<file path="src/rtl/sm_arith_pkg.sv">
// Shared types, widths and helpers for the sign-magnitude arithmetic unit.
// Saturation in the adder lanes is selected with the SM_SAT_EN macro.
package sm_arith_pkg;

  localparam int DATA_WIDTH_DEF = 16;
  localparam int WIDE_DEF       = 2 * DATA_WIDTH_DEF;

  typedef logic [WIDE_DEF-1:0] sm_word_t;

  localparam sm_word_t SM_ZERO = '0;

  function automatic logic sm_sign(input sm_word_t v);
    return v[WIDE_DEF-1];
  endfunction

  function automatic logic [WIDE_DEF-2:0] sm_mag(input sm_word_t v);
    return v[WIDE_DEF-2:0];
  endfunction

endpackage

</file>
<file path="src/rtl/sm_add_core.sv">
// Combinational sign-magnitude add/subtract of width W.
// SM_SAT_EN defined: same-sign overflow saturates, otherwise it wraps.
module sm_add_core
  import sm_arith_pkg::*;
#(
  parameter int W = WIDE_DEF
) (
  input  logic         sub,
  input  logic [W-1:0] a,
  input  logic [W-1:0] b,
  output logic [W-1:0] y
);

  localparam int M = W - 1;

  logic         sa;
  logic         sb;
  logic [M-1:0] ma;
  logic [M-1:0] mb;
  logic [M:0]   sum;
  logic [M-1:0] mag;
  logic         sgn;

  // Magnitude compare and add/subtract, then zero-sign fix.
  always_comb begin
    ma  = a[M-1:0];
    mb  = b[M-1:0];
    sa  = a[W-1];
    sb  = b[W-1] ^ sub;
    sum = {1'b0, ma} + {1'b0, mb};
    mag = '0;
    sgn = 1'b0;
    if (sa == sb) begin
      sgn = sa;
`ifdef SM_SAT_EN
      mag = sum[M] ? {M{1'b1}} : sum[M-1:0];
`else
      mag = sum[M-1:0];
`endif
    end else if (ma >= mb) begin
      mag = ma - mb;
      sgn = sa;
    end else begin
      mag = mb - ma;
      sgn = sb;
    end
    y = {sgn & (|mag), mag};
  end

endmodule

</file>
<file path="src/rtl/sm_arith_unit.sv">
// Sign-magnitude multiplier, registered adder and combinational adder.
// SM_SAT_EN selects saturating overflow in both adder lanes.
module sm_arith_unit
  import sm_arith_pkg::*;
#(
  parameter int DATA_WIDTH = DATA_WIDTH_DEF
) (
  input  logic                    clk,
  input  logic                    rst,
  input  logic [DATA_WIDTH-1:0]   mul_a,
  input  logic [DATA_WIDTH-1:0]   mul_b,
  output logic [2*DATA_WIDTH-1:0] mul_p,
  input  logic                    add_sub,
  input  logic [2*DATA_WIDTH-1:0] add_a,
  input  logic [2*DATA_WIDTH-1:0] add_b,
  output logic [2*DATA_WIDTH-1:0] add_q,
  input  logic                    cadd_sub,
  input  logic [2*DATA_WIDTH-1:0] cadd_a,
  input  logic [2*DATA_WIDTH-1:0] cadd_b,
  output logic [2*DATA_WIDTH-1:0] cadd_y
);

  localparam int DW = DATA_WIDTH;
  localparam int W  = 2 * DATA_WIDTH;

  logic [2*DW-3:0] prod;
  logic            psign;
  logic [W-1:0]    mul_p_d;
  logic [W-1:0]    mul_p_q;
  logic [W-1:0]    add_q_d;
  logic [W-1:0]    add_q_q;

  // Magnitude product, sign XOR, and +0 for a zero product.
  always_comb begin
    prod    = mul_a[DW-2:0] * mul_b[DW-2:0];
    psign   = (mul_a[DW-1] ^ mul_b[DW-1]) & (|prod);
    mul_p_d = {psign, 1'b0, prod};
  end

  sm_add_core #(.W(W)) u_add_reg (
    .sub (add_sub),
    .a   (add_a),
    .b   (add_b),
    .y   (add_q_d)
  );

  sm_add_core #(.W(W)) u_add_comb (
    .sub (cadd_sub),
    .a   (cadd_a),
    .b   (cadd_b),
    .y   (cadd_y)
  );

  // Both registered lanes load every edge; reset clears them at once.
  always_ff @(posedge clk or posedge rst) begin
    if (rst) begin
      mul_p_q <= '0;
      add_q_q <= '0;
    end else begin
      mul_p_q <= mul_p_d;
      add_q_q <= add_q_d;
    end
  end

  assign mul_p = mul_p_q;
  assign add_q = add_q_q;

endmodule

</file>
<file path="config.mk">
export PLATFORM = sky130hd
export DESIGN_NAME = sm_arith_unit
export DESIGN_NICKNAME = d
export VERILOG_FILES = /design/src/rtl/sm_arith_pkg.sv /design/src/rtl/sm_add_core.sv /design/src/rtl/sm_arith_unit.sv
export SDC_FILE = /design/constraint.sdc
export NUM_CORES = 1
export LEC_CHECK = 0
export CAP_MARGIN = 20
export CORE_ASPECT_RATIO = 1.4
export CORE_MARGIN = 4
export CORE_UTILIZATION = 45
export DETAILED_ROUTE_END_ITERATION = 6
export GPL_TIMING_DRIVEN = 0
export PLACE_DENSITY = 0.67
export SYNTH_ARGS = -nofsm -noshare
export SYNTH_HDL_FRONTEND = slang
export SYNTH_HIERARCHICAL = 1
export SYNTH_SLANG_ARGS = --single-unit
</file>
<file path="constraint.sdc">
create_clock -name clk -period 13.8 [get_ports clk]
set_clock_uncertainty 0.05 [all_clocks]
set_input_delay 3.45 -clock clk [delete_from_list [all_inputs] [get_ports clk]]
set_output_delay 3.45 -clock clk [all_outputs]
set_load 0.05 [all_outputs]
</file>
==> summary.md <==
The detailed router finished its first iteration with 1,794 violations. Cells fill 53.7% of the core in the end. The core region is 44,100 sq um. TritonCTS built the clock tree. The power density over cell area was 185 nW/um^2; the number of warnings issued by yosys was 6. At the placement stage, the worst setup path has a slack of 1.65 ns. By instance count, the cell type seen most on the critical path is sky130_fd_sc_hd__clkdlybuf4s50_1. The worst path uses 90.0% of the clock period.

Total routing resource utilization after global routing: 31.2%. The share of cells above drive strength 1 was 5.53%; the antenna violation net count after detailed routing was 0. Counting flops and latches in the post-synthesis netlist gives 63. Setup violations remaining at the end of the flow were counted as 0. Clock-pin slew was measured on the worst setup and hold paths at 0.08 ns. Of the post-synthesis cell area, the part taken by muxes is 0.675%. The min-delay analysis places its worst path in the category in2async. Synthesis instantiated 114 different standard cells from the library.

The number of antenna diodes in the final layout is 0. The global-route wire length before repair was 119 mm; the number of nets produced by synthesis was 3,156. Buffers inserted to repair hold after CTS numbered 0. The run gives 65.4 mm as the detailed placer's ending HPWL. Remaining max-slew budget at the tightest pin: 35.1%.

Transition at the pin with the smallest max-transition slack: 0.970 ns. The max-capacitance violation count was 0; the standby leakage power was 11.0 nW. The number of buffers inserted to repair setup after CTS was 0.

In the routed layout, each cell is associated on average with a via count of 6.02. The most frequent cell after synthesis was sky130_fd_sc_hd__inv_1. The logs give 7.87% for the sequential share of the synthesized area and 6 for the number of detailed-route iterations in the first pass. The floorplan step set the die width to 186 microns. The sort of element at the start of the critical path was an input port.

The floorplan step set the die height to 258 microns. The floorplan step defined a die boundary enclosing 48,000 sq um. The async set-reset flop share out of synthesis came out at 100%. The mean area per synthesized cell came out at 7.91 sq um.

Area added between synthesis and finish: 18.0%. Summing the areas of all xor and xnor instances in the mapped netlist gives 3.67% of the synthesized area. The mapped netlist covers 20,000 sq um. The design draws 4.38 mW. VDD sags by at most 249 uV. Of the post-synthesis cell area, the dominant cell type holds 18.0%. The largest total area in the synthesized netlist belongs to sky130_fd_sc_hd__ha_1. The final route contains 20,200 vias. Ranked by instance count, the synthesized netlist is headed by sky130_fd_sc_hd__inv_1, sky130_fd_sc_hd__ha_1, sky130_fd_sc_hd__a21oi_1, sky130_fd_sc_hd__nand2_1, sky130_fd_sc_hd__fa_1. During I/O placement, the number of pins put on the boundary was 260. The worst path needs 12.42 ns of the cycle, external delays included.

After clock tree synthesis, the repair step resized 0 gates. Number of buffer and inverter instances along the worst setup path: 4. The deepest level of the CTS H-tree is 3. The final-report hold violation count is 0, and the count of flip-flops with a built-in enable after synthesis is 0. Top flip-flop cell by instance count after synthesis: sky130_fd_sc_hd__dfrtp_1.

The average wire per standard cell was 23.0 microns; the number of global-route vias before repair was 21,000. The tools report the critical path required time as 10.30 ns. Timing-limited maximum frequency: 0.0805 GHz. The placed instances occupy a cell area of 23,300 sq um. The delay of the slowest cell on the worst path was 0.87 ns.

After Yosys synthesis, full adders, half adders and majority gates account for 35.3% of the synthesized area. For the final weighted congestion in routability-driven placement, the log shows 0.987. The cell family with the largest share of critical-path delay is buffers and inverters. Setup repair after global routing left no endpoint under its margin. The finished cells cover 23,600 sq um.

The total clock sinks is 63, and the number of buffers on the longest clock path is 2. The tree is rooted in a sky130_fd_sc_hd__clkbuf_16. The initial antenna violation count is 0. For this design, the slowest cell found on the critical path is sky130_fd_sc_hd__clkdlybuf4s50_1.

The flow ran to the end, and the final reports show no timing, DRC or antenna violations. Of all nets on the critical path, the largest fanout is 10. The worst path arrival time was 8.92 ns; the number of design rule violations left after detail routing was 0.

The area fraction in compound gates after synthesis was 22.9%. After the last flow step, the layout net total stands at 3,425. The signal on the critical path passes through clkdlybuf4s50_1, inv_1, ha_1, buf_1, nor4_1, nand2_1, or3_1, o21ai_0, o41ai_1, or4_1, a21oi_1, o32ai_1, xor2_1, nor2_1, a31oi_1, clkdlybuf4s50_1. After routing, the total negative slack on setup checks comes to 0 ns. The initialized floorplan defines 91 standard-cell rows.

Once routing completed, OpenROAD measured the worst setup slack at 1.38 ns. Buffers placed on the I/O ports in this run total 258. By area, the combinational part of the netlist is dominated by adder cells. The largest net degree at the start of global routing was 64; the fraction of the mapped netlist area in simple logic gates was 19.2%. Critical path start-end classification: in2out. The logs give 77.5 mm for the routed wire length and 2,531 for the cell count after synthesis. Counting the buffers created by CTS gives 9. Once the floorplan was initialized, standard cells occupied 45.5% of the core.

The max-slew violation count was 0. The endpoint class of the critical path was an output port. By area the synthesized netlist is led by sky130_fd_sc_hd__ha_1, sky130_fd_sc_hd__fa_1, sky130_fd_sc_hd__dfrtp_1, sky130_fd_sc_hd__inv_1, sky130_fd_sc_hd__and2_1.

Global routing finished with a remaining overflow of 0.
==> final timing paths <==
check / from / endpoint / slack, ns / depth (start not counted)
min in group clk: add_b[0] / add_q[0]$_DFF_PP0_ / 3.84 / 3
hold / removal: rst / add_q[14]$_DFF_PP0_ / 3.58 / 2
max in group asynchronous: rst / mul_p[28]$_DFF_PP0_ / 9.55 / 2
setup / recovery: cadd_a[20] / cadd_y[31] / 1.38 / 16
==> sequential cells by signal, indices dropped and copies added, names as in the netlist <==
| name | count |
|---|---|
| mul_p | 31 |
| add_q | 32 |
==> area by class of cell <==
| class | count | area (sq um) |
|---|---|---|
| clock inverters | 7 | 105 |
| clock buffers | 9 | 225 |
| plain buffers | 118 | 624 |
| inverters | 389 | 1460 |
| fillers | 4285 | 20400 |
| repair buffers | 258 | 2580 |
| well taps | 558 | 698 |
| flip-flops and latches | 63 | 1580 |
| multi-input cells | 1961 | 16400 |
==> placed cells by master (no fill, tap or decap), drive strengths merged, types with 46 or more instances in the layout <==
cell	instances
inv	391
ha	288
clkdlybuf4s50	258
a21oi	192
nand2	178
fa	173
and2	154
nor2	152
o21ai	129
clkbuf	70
dfrtp	63
xnor2	63
buf	57
nor3	50
a21o	46
==> stage by stage <==
| stage | std cells | hold WS, ns |
|---|---|---|
| final | 3363 | 3.58 |
| after detailed placement | 3347 | 3.99 |
| after CTS | 3363 | 3.61 |
| after global placement | 3347 | 4.18 |
| after global routing | 3363 | 3.67 |
| after floorplan | 2531 | 3.56 |
==> power by group <==
part	switching (mW)	leakage, nW	total (mW)	internal (mW)
combinational	2.39	10.1	3.79	1.41
sequential	0.0273	0.738	0.314	0.287
clock	0.111	0.158	0.272	0.161
total	2.53	11.0	4.38	1.85
==> cell families (layout without fill, tap and decap cells) <==
| group | Yosys count | in the layout |
|---|---|---|
| adders and majority gates | 461 | 461 |
| buffers and inverters | 507 | 781 |
| muxes | 13 | 13 |
| and+or+nand+nor | 737 | 737 |
| xor gates and xnor gates | 83 | 83 |
| AOI/OAI and AO/OA | 666 | 666 |
| other | 1 | 1 |
| DFF | 63 | 63 |
==> routing by layer <==
layer	track usage (%)	part of all wire [%]
met3	4.26	6.9
met2	56.3	50
met1	36.5	37
met4	15.2	6.0
met5	0	0
No activity file was read; power rests on OpenSTA's default activity.
